**config.mk**
```make
export PLATFORM = sky130hd
export DESIGN_NAME = mmio_io_unit
export DESIGN_NICKNAME = d
export VERILOG_FILES = /design/src/rtl/mmio_io_unit.sv
export SDC_FILE = /design/constraint.sdc
export NUM_CORES = 1
export LEC_CHECK = 0
export CAP_MARGIN = 25
export CORE_MARGIN = 2
export CORE_UTILIZATION = 49
export CTS_BUF_LIST = sky130_fd_sc_hd__clkbuf_4 sky130_fd_sc_hd__clkbuf_8
export CTS_CLUSTER_DIAMETER = 150
export DETAILED_ROUTE_END_ITERATION = 12
export GPL_ROUTABILITY_DRIVEN = 0
export GPL_TIMING_DRIVEN = 0
export PLACE_DENSITY = 0.74
export SYNTH_ARGS = -nofsm -noshare
export SYNTH_HDL_FRONTEND = slang
export SYNTH_SLANG_ARGS = --single-unit
```
**constraint.sdc**
```tcl
create_clock -name clk -period 7.1 [get_ports clk]
set_input_delay 1.775 -clock clk [delete_from_list [all_inputs] [get_ports clk]]
set_output_delay 1.775 -clock clk [all_outputs]
set_load 0.005 [all_outputs]
```
**src/rtl/mmio_io_unit.sv**
```systemverilog
// mmio_io_unit: memory-mapped I/O window (LED, timer, switches) beside the core's data memory
// Ports: clk/reset (async, active-high); mem_write/addr/wdata from the core bus;
//        alu_control/reg_write core activity; dmem_rdata/dmem_we data-memory side;
//        rdata read data to the core; sw_in switches; leds LEDs; timer_irq timer interrupt.
module mmio_io_unit #(
    parameter logic [31:0] IO_BASE  = 32'h0000_0400,
    parameter int          LED_W    = 8,
    parameter int          SW_W     = 8,
    parameter int          PRESCALE = 50000
) (
    input  logic             clk,
    input  logic             reset,
    input  logic             mem_write,
    input  logic [31:0]      addr,
    input  logic [31:0]      wdata,
    input  logic [2:0]       alu_control,
    input  logic             reg_write,
    input  logic [31:0]      dmem_rdata,
    output logic             dmem_we,
    output logic [31:0]      rdata,
    input  logic [SW_W-1:0]  sw_in,
    output logic [LED_W-1:0] leds,
    output logic             timer_irq
);
    localparam int   PW   = $clog2(PRESCALE);
    localparam logic IDLE = 1'b0;
    localparam logic RUN  = 1'b1;

    logic [LED_W-1:0] led_q, led_d, alu_oh;
    logic [31:0]      load_q, load_d, count_q, count_d, ctrl_rd;
    logic [PW-1:0]    pcnt_q, pcnt_d;
    logic             en_q, en_d, auto_q, auto_d, done_q, done_d;
    logic             alu_mode_q, alu_mode_d, irq_en_q, irq_en_d;
    logic             state_q, state_d;
    logic [2:0]       last_alu_q, last_alu_d;
    logic [SW_W-1:0]  sw1_q, sw1_d, sw2_q, sw2_d;
    logic             io_sel, wr, wr_ctrl, tick, expire;
    logic [5:0]       off;
    logic             unused_addr;

    assign io_sel      = addr[31:8] == IO_BASE[31:8];
    assign off         = addr[7:2];
    assign wr          = mem_write & io_sel;
    assign wr_ctrl     = wr & (off == 6'd2);
    assign dmem_we     = mem_write & ~io_sel;
    assign unused_addr = ^addr[1:0];
    assign ctrl_rd     = {27'b0, irq_en_q, alu_mode_q, done_q, auto_q, en_q};
    assign rdata       = !io_sel      ? dmem_rdata :
                         off == 6'd0  ? 32'(led_q) :
                         off == 6'd1  ? load_q :
                         off == 6'd2  ? ctrl_rd :
                         off == 6'd3  ? count_q :
                         off == 6'd4  ? 32'(sw2_q) : '0;
    assign timer_irq   = done_q & irq_en_q;
    assign leds        = alu_mode_q ? alu_oh : led_q;

    always_comb begin
        alu_oh = '0;
        for (int i = 0; i < LED_W && i < 8; i++) alu_oh[i] = last_alu_q == 3'(i);
    end

    always_comb begin
        led_d      = wr & (off == 6'd0) ? wdata[LED_W-1:0] : led_q;
        load_d     = wr & (off == 6'd1) ? wdata : load_q;
        auto_d     = wr_ctrl ? wdata[1] : auto_q;
        alu_mode_d = wr_ctrl ? wdata[3] : alu_mode_q;
        irq_en_d   = wr_ctrl ? wdata[4] : irq_en_q;
        last_alu_d = reg_write ? alu_control : last_alu_q;
        sw1_d      = sw_in;
        sw2_d      = sw1_q;
        tick       = (state_q == RUN) && (pcnt_q == PW'(PRESCALE - 1));
        expire     = tick && (count_q <= 32'd1);
        // expiry set beats a same-cycle write-one-to-clear
        done_d     = expire | (done_q & ~(wr_ctrl & wdata[2]));
        en_d       = wr_ctrl ? wdata[0] : en_q;
        state_d    = state_q;
        count_d    = count_q;
        pcnt_d     = pcnt_q;
        if (state_q == IDLE) begin
            if (wr_ctrl && wdata[0]) begin
                state_d = RUN;
                count_d = load_d;
                pcnt_d  = '0;
            end
        end else if (wr_ctrl && !wdata[0]) begin
            state_d = IDLE;
        end else begin
            pcnt_d = tick ? '0 : pcnt_q + 1'b1;
            if (tick) count_d = expire ? (auto_q ? load_q : '0) : count_q - 32'd1;
            if (expire && !auto_q) begin
                state_d = IDLE;
                en_d    = 1'b0;
            end
        end
    end

    always_ff @(posedge clk or posedge reset) begin
        if (reset) begin
            led_q      <= '0;
            load_q     <= '0;
            count_q    <= '0;
            pcnt_q     <= '0;
            en_q       <= 1'b0;
            auto_q     <= 1'b0;
            done_q     <= 1'b0;
            alu_mode_q <= 1'b0;
            irq_en_q   <= 1'b0;
            state_q    <= IDLE;
            last_alu_q <= '0;
            sw1_q      <= '0;
            sw2_q      <= '0;
        end else begin
            led_q      <= led_d;
            load_q     <= load_d;
            count_q    <= count_d;
            pcnt_q     <= pcnt_d;
            en_q       <= en_d;
            auto_q     <= auto_d;
            done_q     <= done_d;
            alu_mode_q <= alu_mode_d;
            irq_en_q   <= irq_en_d;
            state_q    <= state_d;
            last_alu_q <= last_alu_d;
            sw1_q      <= sw1_d;
            sw2_q      <= sw2_d;
        end
    end
endmodule

```
# ---- Yosys cells after proc, flatten, opt, wreduce, memory -nomap -nowiden
# Cells that the tools add are included.
dict set report word_totals {
  reg_bits 113
  output_inout_bits 42
  elab_cells 80
}
dict set report classes {
  add_sub_neg 2
  n_lt_le_gt_ge 1
  eq_ne 15
  n_mux 26
  bitwise_logic 11
  n_reduce_logical 12
}
# operator count
set ops {}
lappend ops {{two-way mux 32 bit} 12}
lappend ops {{two-way mux 16 bit} 4}
lappend ops {{<= comparator 32 x 1 -> 1 bit (second input constant)} 1}
lappend ops {{subtractor 32 x 1 -> 32 bit (second input constant)} 1}
lappend ops {{== test 24 x 3 -> 1 bit (second input constant)} 1}
lappend ops {{adder 16 x 1 -> 16 bit (second input constant)} 1}
lappend ops {{== test 16 bit (second input constant)} 1}
lappend ops {{two-way mux 8 bit} 2}
lappend ops {{== test 3 bit (second input constant)} 4}
lappend ops {{== test 6 x 2 -> 1 bit (second input constant)} 2}
lappend ops {{AND 1 bit} 8}
lappend ops {{two-way mux 1 bit} 8}
lappend ops {{== test 3 x 2 -> 1 bit (second input constant)} 2}
lappend ops {{== test 6 x 1 -> 1 bit (second input constant)} 1}
lappend ops {{== test 6 x 3 -> 1 bit (second input constant)} 1}
lappend ops {{zero test 6 bit} 1}
lappend ops {{logical AND 1 bit} 5}
lappend ops {{== test 3 x 1 -> 1 bit (second input constant)} 1}
lappend ops {{zero test 3 bit} 1}
lappend ops {{AND reduction 3 bit} 1}
lappend ops {{zero test 1 bit} 2}
lappend ops {{inequality test 2 x 1 -> 1 bit (second input constant)} 1}
lappend ops {{inequality test 2 bit (second input constant)} 1}
lappend ops {{NOT 1 bit} 2}
lappend ops {{3 further kinds} 3}

# ---- Longest topological paths before layout
# Gate-level depths: netlist of run 1.
dict set report logic_depth {
  ltp_word 7
  mapped_depth 10
}

# ---- Worst setup path before layout of run 1
# Ideal clock, no wire load.
dict set report synth_timing {
  path_type {input to output}
  from {in addr[5]}
  to {out rdata[21]}
  arrival_time_ns 3.488
  required_ns 5.325
  slack_ns 1.837
  path_stages 6
  path_cell_list {or4_1 -> nor3b_1 -> clkbuf_1 -> clkbuf_1 -> a221oi_1 -> nor2_1}
}
dict set report synth_between {
  elab_chain_cells 6
}
# element line_no
set synth_rtl {}
lappend synth_rtl {{from (decl)} 14} ;# input logic [31:0] addr,
lappend synth_rtl {{== test 6 x 2 -> 1 bit} 52} ;# off == 6'd3 ? count_q :
lappend synth_rtl {{two-way mux 32 bit} 52}
lappend synth_rtl {{two-way mux 32 bit} 51} ;# off == 6'd2 ? ctrl_rd :
lappend synth_rtl {{two-way mux 32 bit} 50} ;# off == 6'd1 ? load_q :
lappend synth_rtl {{two-way mux 32 bit (*)} 49} ;# off == 6'd0 ? 32'(led_q) :
lappend synth_rtl {{two-way mux 32 bit (*)} 48} ;# assign rdata = !io_sel ? dmem_rdata :
lappend synth_rtl {{to (decl)} 20} ;# output logic [31:0] rdata,
# Mark *: on every way between the ends. The rest lies on a longest branch, timed or not.

# ---- Worst setup path after layout of run 1
dict set report layout_timing {
  from {in addr[5]}
  to {out rdata[26]}
}
# The elaborated chain is that of the path after synthesis.

==> results_dict.tcl, run 1 <==
set metrics [dict create \
    hpwl_mm 16.4 \
    detailroute.via_count 7087 \
    min_period_over_period_pct 98.2 \
    dr_vias_cell 6.31 \
    grt_usage_pct 32.4 \
    antennaDiodeCount 0 \
    multi_input_area_mm2 0.00365 \
    unique_cell_type_count_in_the_yosys_netlist 61 \
    num_io_pins 153 \
    cts_made_buffers 17 \
    static-leakage-power_nw 3.83 \
    drc_errors 0 \
    totalPowerFinal_mw 1.48 \
    insertion_delay_ps 450 \
    netlist_instances 763 \
    reg2regPathDepth 8 \
    path_delay_family "buffers and inverters" \
    fp.coreArea_mm2 0.0134 \
    critical_path_required_ps 5330 \
    slew_headroom_pct 27.6 \
    die-height_um 122 \
    slew_worst_pin_ps 1080 \
    yosysSeqAreaShare_pct 41.7 \
    seqCellArea_mm2 0.00283 \
    setup.worst_path.end_class "output pin" \
    report.final.slew_viol_count 0 \
    cts_tree "yes" \
    critPathMaxStageDelay_ps 650 \
    critical_path.slowest_cell "sky130_fd_sc_hd__or4_1" \
    grt_overflow_total 0 \
    timing.rr.start "pcnt_q[1]" \
    grt_setup_unrepaired "false" \
    power.ir.vdd_worst_uv 122 \
    ys_async_sr_fraction_pct 100 \
    synthesis.yosys.warnings 0 \
    drtPass1Iterations 6 \
    place_worst_setup_slack_ps 61.3 \
    hold_slack_ps 348 \
    fin_ws_ps 129 \
    number_of_enable_flip_flop_cells_after_synthesis 0 \
    flow.area_growth_from_synthesis_pct 32.7 \
    initial_cell_density_of_the_core_pct 50.6 \
    final_net_count 1048 \
    worst-path-buf-inv 4 \
    run_status "completed" \
    drv.max_cap_violation_count 0 \
    grt_start_max_net_pins 63 \
    clock_path_buffers 2 \
    timing.hold.worst.class "reg2reg" \
    synth_area_per_inst_um2 8.89 \
    fin_worst_skew_ps 10.1 \
    cts_htree_levels 4 \
    hold_viol_final 0 \
    route.final.wire_length_mm 23.4 \
    rows 42 \
    grt_first_pass_wirelength_mm 36.5 \
    syn-cell-area_mm2 0.00678 \
    path_max_fanout 10 \
    hold-path-endpoint "sw2_q[1]" \
    clock.fmax_ghz 0.143 \
    detail_route.iter0.violations 748 \
    syn_nets 877 \
    vias_in_the_first_global_route 7033 \
    timing.hold.worst_path_depth 0 \
    port-buffer-count 150 \
    critical_path.reg2reg.endpoint "count_q[1]" \
    critPathLaunchType "input pin" \
    ys_ff_latch 113 \
    die_w_um 122 \
    crit_chain "clkdlybuf4s50_1 > or4_1 > nor3b_1 > clkbuf_1 > clkbuf_2 > a221oi_1 > nor2_1 > clkdlybuf4s50_1" \
    wire_per_inst_um 20.9 \
    post_cts_buffers 0 \
    cts.sink_count 113 \
    finalSetupViolations 0 \
    final.setup.tns_ps 0 \
    critPathKind "in2out" \
    dominantRegCellSynth "sky130_fd_sc_hd__dfrtp_1" \
    path_clk_slew_ps 60 \
    initial_antenna_violation_count 0 \
    fin_util_pct 67.2 \
    fillCellCount 1094 \
    arrival_time_at_the_worst_endpoint_ps 5200 \
    root_buffer "sky130_fd_sc_hd__clkbuf_8" \
    power_per_cell_area_mw_per_mm2 165 \
    total_die_area_mm2 0.0148 \
    timing.final.crit_period_ps 6970 \
    worst_hold_startpoint "sw1_q[1]" \
    critPathMostFrequentCell "sky130_fd_sc_hd__clkdlybuf4s50_1" \
    reg2reg_setup_slack_ps 3880 \
    fraction_of_layout_instances_using_a_drive_strength_above_1_pct 10.2 \
    antenna_violating_nets_post_route 0 \
]
[flip-flops by register name (all words and copies together), names as in the netlist]
register and count:
alu_mode_q 1, irq_en_q 1, done_q 1, sw2_q 8, auto_q 1, count_q 32, en_q 1, last_alu_q 3
load_q 32, state_q 1, led_q 8, sw1_q 8, pcnt_q 16
[cell usage after synthesis, types with 3 or more instances]
master / number / area (µm²)
sky130_fd_sc_hd__a211oi_1: 3 / 22.5
sky130_fd_sc_hd__a21o_1: 3 / 22.5
sky130_fd_sc_hd__a21oi_1: 42 / 210
sky130_fd_sc_hd__a221oi_1: 26 / 228
sky130_fd_sc_hd__a222oi_1: 5 / 50.1
sky130_fd_sc_hd__a311oi_1: 8 / 70.1
sky130_fd_sc_hd__a31oi_1: 11 / 68.8
sky130_fd_sc_hd__and2_1: 4 / 25.0
sky130_fd_sc_hd__and3_1: 17 / 106
sky130_fd_sc_hd__and4_1: 3 / 26.3
sky130_fd_sc_hd__buf_4: 3 / 22.5
sky130_fd_sc_hd__buf_6: 5 / 56.3
sky130_fd_sc_hd__clkbuf_1: 44 / 165
sky130_fd_sc_hd__dfrtp_1: 113 / 2830
sky130_fd_sc_hd__ha_1: 3 / 37.5
sky130_fd_sc_hd__inv_1: 14 / 52.6
sky130_fd_sc_hd__mux2_1: 3 / 33.8
sky130_fd_sc_hd__mux2_2: 41 / 462
sky130_fd_sc_hd__mux2i_1: 8 / 80.1
sky130_fd_sc_hd__nand2_1: 64 / 240
sky130_fd_sc_hd__nand2b_1: 6 / 37.5
sky130_fd_sc_hd__nand3_1: 25 / 125
sky130_fd_sc_hd__nand4_1: 12 / 75.1
sky130_fd_sc_hd__nor2_1: 111 / 417
sky130_fd_sc_hd__nor3_1: 25 / 125
sky130_fd_sc_hd__nor4_1: 15 / 93.8
sky130_fd_sc_hd__nor4b_1: 6 / 52.6
sky130_fd_sc_hd__o211a_1: 5 / 50.1
sky130_fd_sc_hd__o21a_1: 3 / 22.5
sky130_fd_sc_hd__o21ai_0: 35 / 175
sky130_fd_sc_hd__o21ai_1: 18 / 90.1
sky130_fd_sc_hd__o22ai_1: 8 / 50.1
sky130_fd_sc_hd__o32ai_1: 3 / 26.3
sky130_fd_sc_hd__o41ai_1: 4 / 35.0
sky130_fd_sc_hd__or4_1: 7 / 52.6
sky130_fd_sc_hd__xnor2_1: 16 / 140
sky130_fd_sc_hd__xor2_1: 10 / 87.6
[routing by layer]
metal  part of all wire, %  vias to the layer above  track usage (%)
li1                      -                     3163                -
met1                    40                     3358             41.4
met2                    45                      487             50.5
met3                    11                       79             9.22
met4                   4.1                        0             16.7
met5                     0                        -                0
[logic make-up after synthesis]
group	Yosys count	share of synthesized area [%]
muxes	52	8.49
xor gates and xnor gates	26	3.36
adders and majority gates	3	0.554
AOI/OAI and AO/OA	185	18.0
and+or+nand+nor	316	23.4
buffers and inverters	68	4.50
DFF	113	41.7
[per-stage QoR]
stage | std cells | cell area (µm²)
after floorplan | 763 | 6780
after global placement | 1089 | 8500
after detailed placement | 1090 | 8530
after CTS | 1122 | 8990
after global routing | 1123 | 9000
final | 1123 | 9000
[worst register-to-register path, stage by stage (launching register included)]
cell and delay [ps]:
sky130_fd_sc_hd__dfrtp_1 400, sky130_fd_sc_hd__ha_1 210, sky130_fd_sc_hd__and3_1 240, sky130_fd_sc_hd__nand4_1 290, sky130_fd_sc_hd__and2_1 310, sky130_fd_sc_hd__nor3_2 700
sky130_fd_sc_hd__clkbuf_1 620, sky130_fd_sc_hd__o21ai_0 200, sky130_fd_sc_hd__o22ai_1 170
[power by group]
group | switching (mW) | leakage, nW | internal (mW)
registers | 0.00392 | 1.50 | 0.650
logic | 0.0430 | 2.10 | 0.0796
clock network | 0.271 | 0.230 | 0.436
[final cells by class]
type                       instances  share of cell area (%)
buffer                            54                    2.82
clock buffer                      21                    3.00
clock inverter                    11                    2.06
inverter                          14                   0.612
multi-input combinational        582                    40.6
sequential                       113                    31.4
tap                              176                    2.45
timing repair buffer             152                    17.0
[placed cells by master, fill, tap and decap left out, drive strengths merged, types with 6 or more instances in the layout]
master	n
a21oi	42
nor2	111
xnor2	16
nor3	27
xor2	10
or4	8
o22ai	8
nand2	64
mux2i	8
dfrtp	113
a221oi	26
buf	11
nor4	18
a31oi	11
o21ai	53
inv	14
mux2	44
clkbuf	66
nor4b	6
a311oi	8
nand2b	6
nand4	12
and3	17
nand3	25
clkdlybuf4s50	150
[worst max-delay path by stage]
stage | from | to | slack (ps) | depth (start not counted)
6_report | addr[5] | rdata[26] | 130 | 8
5_1_grt | addr[5] | rdata[26] | 50 | 8
4_1_cts | addr[5] | rdata[30] | 30 | 8
3_5_place_dp | addr[5] | rdata[26] | 60 | 8
3_3_place_gp | addr[5] | rdata[26] | 60 | 8
2_1_floorplan | addr[5] | rdata[21] | 1840 | 6
[what timing repair did]
action,4_1_cts,5_1_grt
resized for setup,0,3
hold buffers,0,0
setup endpoints to repair,0,17
No activity file was read; power rests on OpenSTA's default activity.
==> inputs of run 2 (changes only) <==
--- a/config.mk
+++ b/config.mk
@@ -9,11 +9,12 @@
 export CORE_MARGIN = 2
 export CORE_UTILIZATION = 49
 export CTS_BUF_LIST = sky130_fd_sc_hd__clkbuf_4 sky130_fd_sc_hd__clkbuf_8
-export CTS_CLUSTER_DIAMETER = 150
+export CTS_CLUSTER_DIAMETER = 80
 export DETAILED_ROUTE_END_ITERATION = 12
 export GPL_ROUTABILITY_DRIVEN = 0
 export GPL_TIMING_DRIVEN = 0
 export PLACE_DENSITY = 0.74
+export SETUP_SLACK_MARGIN = 0.5
 export SYNTH_ARGS = -nofsm -noshare
 export SYNTH_HDL_FRONTEND = slang
 export SYNTH_SLANG_ARGS = --single-unit
==> run 2 against run 1 <==
Effect of this change:
- die area unchanged
- critical path type unchanged
- global-route usage barely moved
- non-clock buffer count unchanged
- worst setup slack better by 440 ps
- total power rose by 0.10%
- largest power group unchanged
- clock skew is 0.87 ps higher
- clock-buffer cell count did not move
- final area is 0.33% higher
- via count rose by 0.78%
- register-to-register slack is essentially flat
- clock power is essentially flat
- critical endpoint unchanged
- first-iteration DRC count grew 9.0%
==> results_dict.tcl, run 2 (synthesized netlist as in run 1, its figures left out) <==
set metrics [dict create \
    power_per_cell_area_mw_per_mm2 164 \
    reg2reg_setup_slack_ps 3870 \
    final.setup.tns_ps 0 \
    cts_htree_levels 4 \
    insertion_delay_ps 460 \
    critPathKind "in2out" \
    flow.area_growth_from_synthesis_pct 33.2 \
    root_buffer "sky130_fd_sc_hd__clkbuf_8" \
    antennaDiodeCount 0 \
    cts.sink_count 113 \
    timing.final.crit_period_ps 6530 \
    rows 42 \
    critPathLaunchType "input pin" \
    timing.hold.worst_path_depth 0 \
    run_status "completed" \
    grt_first_pass_wirelength_mm 36.5 \
    min_period_over_period_pct 92.0 \
    drtPass1Iterations 6 \
    final_net_count 1048 \
    num_io_pins 153 \
    initial_cell_density_of_the_core_pct 50.6 \
    startpoint "addr[5]" \
    fillCellCount 1087 \
    setup.worst_path.end_class "output pin" \
    total_die_area_mm2 0.0148 \
    drv.max_cap_violation_count 0 \
    static-leakage-power_nw 3.86 \
    hpwl_mm 16.4 \
    worst_hold_startpoint "sw1_q[1]" \
    clock_path_buffers 2 \
    slew_headroom_pct 42.9 \
    report.final.slew_viol_count 0 \
    arrival_time_at_the_worst_endpoint_ps 4760 \
    top_layer_used "met4" \
    grt_usage_pct 32.5 \
    path_clk_slew_ps 60 \
    critical_path.reg2reg.endpoint "count_q[29]" \
    largest_registers "count_q (32), load_q (32), pcnt_q (16)" \
    fin_worst_skew_ps 10.9 \
    port-buffer-count 150 \
    wl_met2_mm 10.5 \
    slew_worst_pin_ps 856 \
    route.final.wire_length_mm 23.3 \
    critical_path_required_ps 5330 \
    grt_setup_unrepaired "false" \
    met1_length_mm 9.39 \
    initial_antenna_violation_count 0 \
    path_max_fanout 10 \
    detail_route.iter0.violations 815 \
    hold_slack_ps 349 \
    detailroute.via_count 7142 \
    hold_viol_final 0 \
    die-height_um 122 \
    cts_tree "yes" \
    layout.cells.most_common_list "sky130_fd_sc_hd__clkdlybuf4s50_1 (150), sky130_fd_sc_hd__dfrtp_1 (113), sky130_fd_sc_hd__nor2_1 (111)" \
    finalSetupViolations 0 \
    die_w_um 122 \
    met3_wirelength_mm 2.49 \
    most_common_library_cell_in_the_layout_ignoring_fill_and_taps "sky130_fd_sc_hd__clkdlybuf4s50_1" \
    hold-path-endpoint "sw2_q[1]" \
    cts_made_buffers 17 \
    timing.rr.start "count_q[6]" \
    drc_errors 0 \
    wire_per_inst_um 20.8 \
    clock.fmax_ghz 0.153 \
    reg2regPathDepth 7 \
    fp.coreArea_mm2 0.0134 \
    antenna_violating_nets_post_route 0 \
    post_cts_buffers 0 \
    fraction_of_layout_instances_using_a_drive_strength_above_1_pct 11.2 \
    cts_hold_buffers 0 \
    timing.hold.worst.class "reg2reg" \
    power.ir.vdd_worst_uv 121 \
    grt_start_max_net_pins 63 \
    dr_vias_cell 6.36 \
    vias_in_the_first_global_route 7036 \
    grt_overflow_total 0 \
]
-- run 2: changes by cell type in the layout (fill, tap and decap cells not counted), sizes merged --
cell,before,now
buf,11,12
clkbuf,66,65
-- run 2: stage by stage --
stage	total power [mW]	worst slack, ps	area [µm²]	instances	util [%]
final	1.48	565	9030	1123	67.4
after global routing	1.53	519	9030	1123	67.4
after CTS	1.49	540	9010	1122	67.2
after detailed placement	0.789	61.3	8530	1090	63.7
after global placement	0.784	61.9	8500	1089	63.5
after floorplan	0.695	1840	6780	763	-
-- run 2: routing by layer --
metal  track usage (%)  up-vias
met4              16.7        0
met2              50.5      493
met1              41.4     3399
met3              9.22       85
li1                  -     3165
met5                 0        -
-- run 2: how the worst max path moves through the flow --
stage | end | slack [ps]
2_1_floorplan | rdata[21] | 1840
3_3_place_gp | rdata[26] | 60
3_5_place_dp | rdata[26] | 60
4_1_cts | rdata[7] | 540
5_1_grt | rdata[26] | 520
6_report | rdata[26] | 570
-- run 2: area by class of cell --
cell class / instances / area [µm²] / share of cell area [%]
multi-input combinational: 582 / 3670 / 40.7
sequential: 113 / 2830 / 31.3
timing repair buffer: 152 / 1530 / 17.0
clock buffer: 21 / 270 / 2.99
buffer: 54 / 265 / 2.94
tap: 176 / 220 / 2.44
clock inverter: 11 / 185 / 2.05
inverter: 14 / 55.1 / 0.610
-- run 2: timing repair --
item                                    in CTS  in global routing
resized for setup                            8                  9
cloned                                       0                  0
endpoints found under the setup margin      22                 19
pin swaps                                    0                  0
-- run 2: power breakdown --
group	internal, mW	leakage, nW	switching, mW
Clock	0.436	0.230	0.271
Sequential	0.650	1.50	0.00393
Combinational	0.0799	2.13	0.0436
Total	1.17	3.86	0.319
-- run 2: critical path, cell delays in order --
cell	delay, ps
sky130_fd_sc_hd__clkdlybuf4s50_1	480
sky130_fd_sc_hd__or4_1	690
sky130_fd_sc_hd__nor3b_2	350
sky130_fd_sc_hd__clkbuf_4	320
sky130_fd_sc_hd__buf_2	310
sky130_fd_sc_hd__a221oi_1	200
sky130_fd_sc_hd__nor2_1	130
sky130_fd_sc_hd__clkdlybuf4s50_1	500
==> inputs of run 3 (changes only) <==
--- a/config.mk
+++ b/config.mk
@@ -14,6 +14,7 @@
 export GPL_ROUTABILITY_DRIVEN = 0
 export GPL_TIMING_DRIVEN = 0
 export PLACE_DENSITY = 0.74
+export RECOVER_POWER = 100
 export SETUP_SLACK_MARGIN = 0.5
 export SYNTH_ARGS = -nofsm -noshare
 export SYNTH_HDL_FRONTEND = slang
==> run 3 against run 2 <==
Effect of this change:
- utilization fell by 0.17 points
- the flow now finishes with violations (capacitance limit, slew limit)
- largest cell class unchanged
- largest power group unchanged
- final area shrank 0.25%
- final cell count did not move
- hold slack about the same
- clock power is essentially flat
- combinational power fell by 5%
- non-clock buffer count stayed put
==> results_dict.tcl, run 3 (synthesized netlist as in run 1, its figures left out) <==
set metrics [dict create \
    run_status "complete, but fails checks" \
    violations_in_the_final_reports "capacitance limit, slew limit" \
    total_die_area_mm2 0.0148 \
    path_clk_slew_ps 60 \
    hold_viol_final 0 \
    grt_usage_pct 32.5 \
    crit_chain "dlygate4sd3_1 > nor4_1 > and4_1 > clkbuf_1 > nand2_1 > clkbuf_1 > a221oi_1 > nor2_1 > dlygate4sd3_1" \
    drtPass1Iterations 5 \
    totalPowerFinal_mw 1.48 \
    arrival_time_at_the_worst_endpoint_ps 5010 \
    die_w_um 122 \
    cts_tree "yes" \
    fillCellCount 1089 \
    min_period_over_period_pct 95.6 \
    power_per_cell_area_mw_per_mm2 164 \
    critical_path.slowest_cell "sky130_fd_sc_hd__dlygate4sd3_1" \
    cts_htree_levels 4 \
    post_cts_buffers 0 \
    critical_path_required_ps 5330 \
    seqCellArea_mm2 0.00283 \
    multi_input_area_mm2 0.00367 \
    final_non_filler_cells 1123 \
    initial_cell_density_of_the_core_pct 50.6 \
    detailroute.via_count 7094 \
    met1_length_mm 9.43 \
    drv.max_cap_violation_count 3 \
    vias_in_the_first_global_route 7036 \
    static-leakage-power_nw 3.90 \
    num_io_pins 153 \
    post_cts.resized_instances 8 \
    final_net_count 1048 \
    dp_cells 1090 \
    clock.fmax_ghz 0.147 \
    fp.coreArea_mm2 0.0134 \
    slew_headroom_pct -90.6 \
    layout.cells.most_common_list "sky130_fd_sc_hd__dfrtp_1 (113), sky130_fd_sc_hd__nor2_1 (111), sky130_fd_sc_hd__clkdlybuf4s50_1 (104)" \
    report.final.slew_viol_count 116 \
    port-buffer-count 150 \
    final.setup.tns_ps 0 \
    fin_ws_ps 313 \
    power.ir.vdd_worst_uv 121 \
    top_layer_used "met4" \
    critPathMaxStageDelay_ps 580 \
    timing.final.crit_period_ps 6790 \
    met3_wirelength_mm 2.54 \
    antenna_violating_nets_post_route 0 \
    insertion_delay_ps 460 \
    largest_registers "count_q (32), load_q (32), pcnt_q (16)" \
    die-height_um 122 \
    slew_worst_pin_ps 2860 \
    timing.hold.worst.class "reg2reg" \
    grt_overflow_total 0 \
    wl_met2_mm 10.5 \
    grt_start_max_net_pins 63 \
    root_buffer "sky130_fd_sc_hd__clkbuf_8" \
    antennaDiodeCount 0 \
    cts_made_buffers 17 \
    cts.sink_count 113 \
    place_worst_setup_slack_ps 61.3 \
    route.final.wire_length_mm 23.4 \
    fin_util_pct 67.2 \
    initial_antenna_violation_count 0 \
    grt_setup_unrepaired "false" \
    critPathKind "in2out" \
    wire_per_inst_um 20.8 \
    dr_vias_cell 6.32 \
    setup.worst_path.end_class "output pin" \
    path_max_fanout 10 \
    rows 42 \
    detail_route.iter0.violations 825 \
    critPathLaunchType "input pin" \
    fin_worst_skew_ps 12.7 \
    flow.area_growth_from_synthesis_pct 32.8 \
    fraction_of_layout_instances_using_a_drive_strength_above_1_pct 8.98 \
    path_delay_family "buffers and inverters" \
    hpwl_mm 16.4 \
    clock_path_buffers 2 \
    drc_errors 0 \
    most_common_library_cell_in_the_layout_ignoring_fill_and_taps "sky130_fd_sc_hd__dfrtp_1" \
    worst-path-buf-inv 4 \
    cts_hold_buffers 0 \
    finalSetupViolations 0 \
    grt_first_pass_wirelength_mm 36.5 \
]
-- run 3: changes by cell type in the layout (fill, tap and decap cells not counted), sizes merged --
cell / change
inv: -1
dlygate4sd3: +46
clkdlybuf4s50: -46
clkinvlp: +1
dlymetal6s4s: +1
buf: -1
-- run 3: worst paths after layout --
kind,to,depth (start not counted),slack [ps],startpoint
hold / removal,sw2_q[1],0,350,sw1_q[1]
hold reg to reg,sw2_q[1],0,350,sw1_q[1]
setup / recovery,rdata[26],9,310,addr[25]
min in group asynchronous,sw1_q[4],2,2370,reset
max in group asynchronous,load_q[16],3,1140,reset
setup reg to reg,count_q[1],8,3430,pcnt_q[0]
-- run 3: power by group --
group | switching (mW) | total [mW] | internal, mW
clock | 0.275 | 0.710 | 0.436
combinational | 0.0427 | 0.117 | 0.0746
sequential | 0.00399 | 0.654 | 0.650
-- run 3: final cells by class --
type | count | share of cell area, %
plain buffers | 54 | 2.93
clock buffers | 21 | 3.00
clock inverters | 11 | 2.06
inverters | 14 | 0.597
multi-input cells | 582 | 40.7
flip-flops and latches | 113 | 31.4
well taps | 176 | 2.44
repair buffers | 152 | 16.9
-- run 3: layer usage --
metal | vias to the layer above | GRT usage (%)
li1 | 3166 | -
met1 | 3344 | 41.4
met2 | 502 | 50.5
met3 | 82 | 9.22
met4 | 0 | 16.7
met5 | - | 0
-- run 3: per-stage QoR --
step,hold slack (ps),cell area (µm²)
global route,369,9010
floorplan,331,6780
detailed placement,336,8530
finish,348,9010
global placement,334,8500
CTS,350,9010
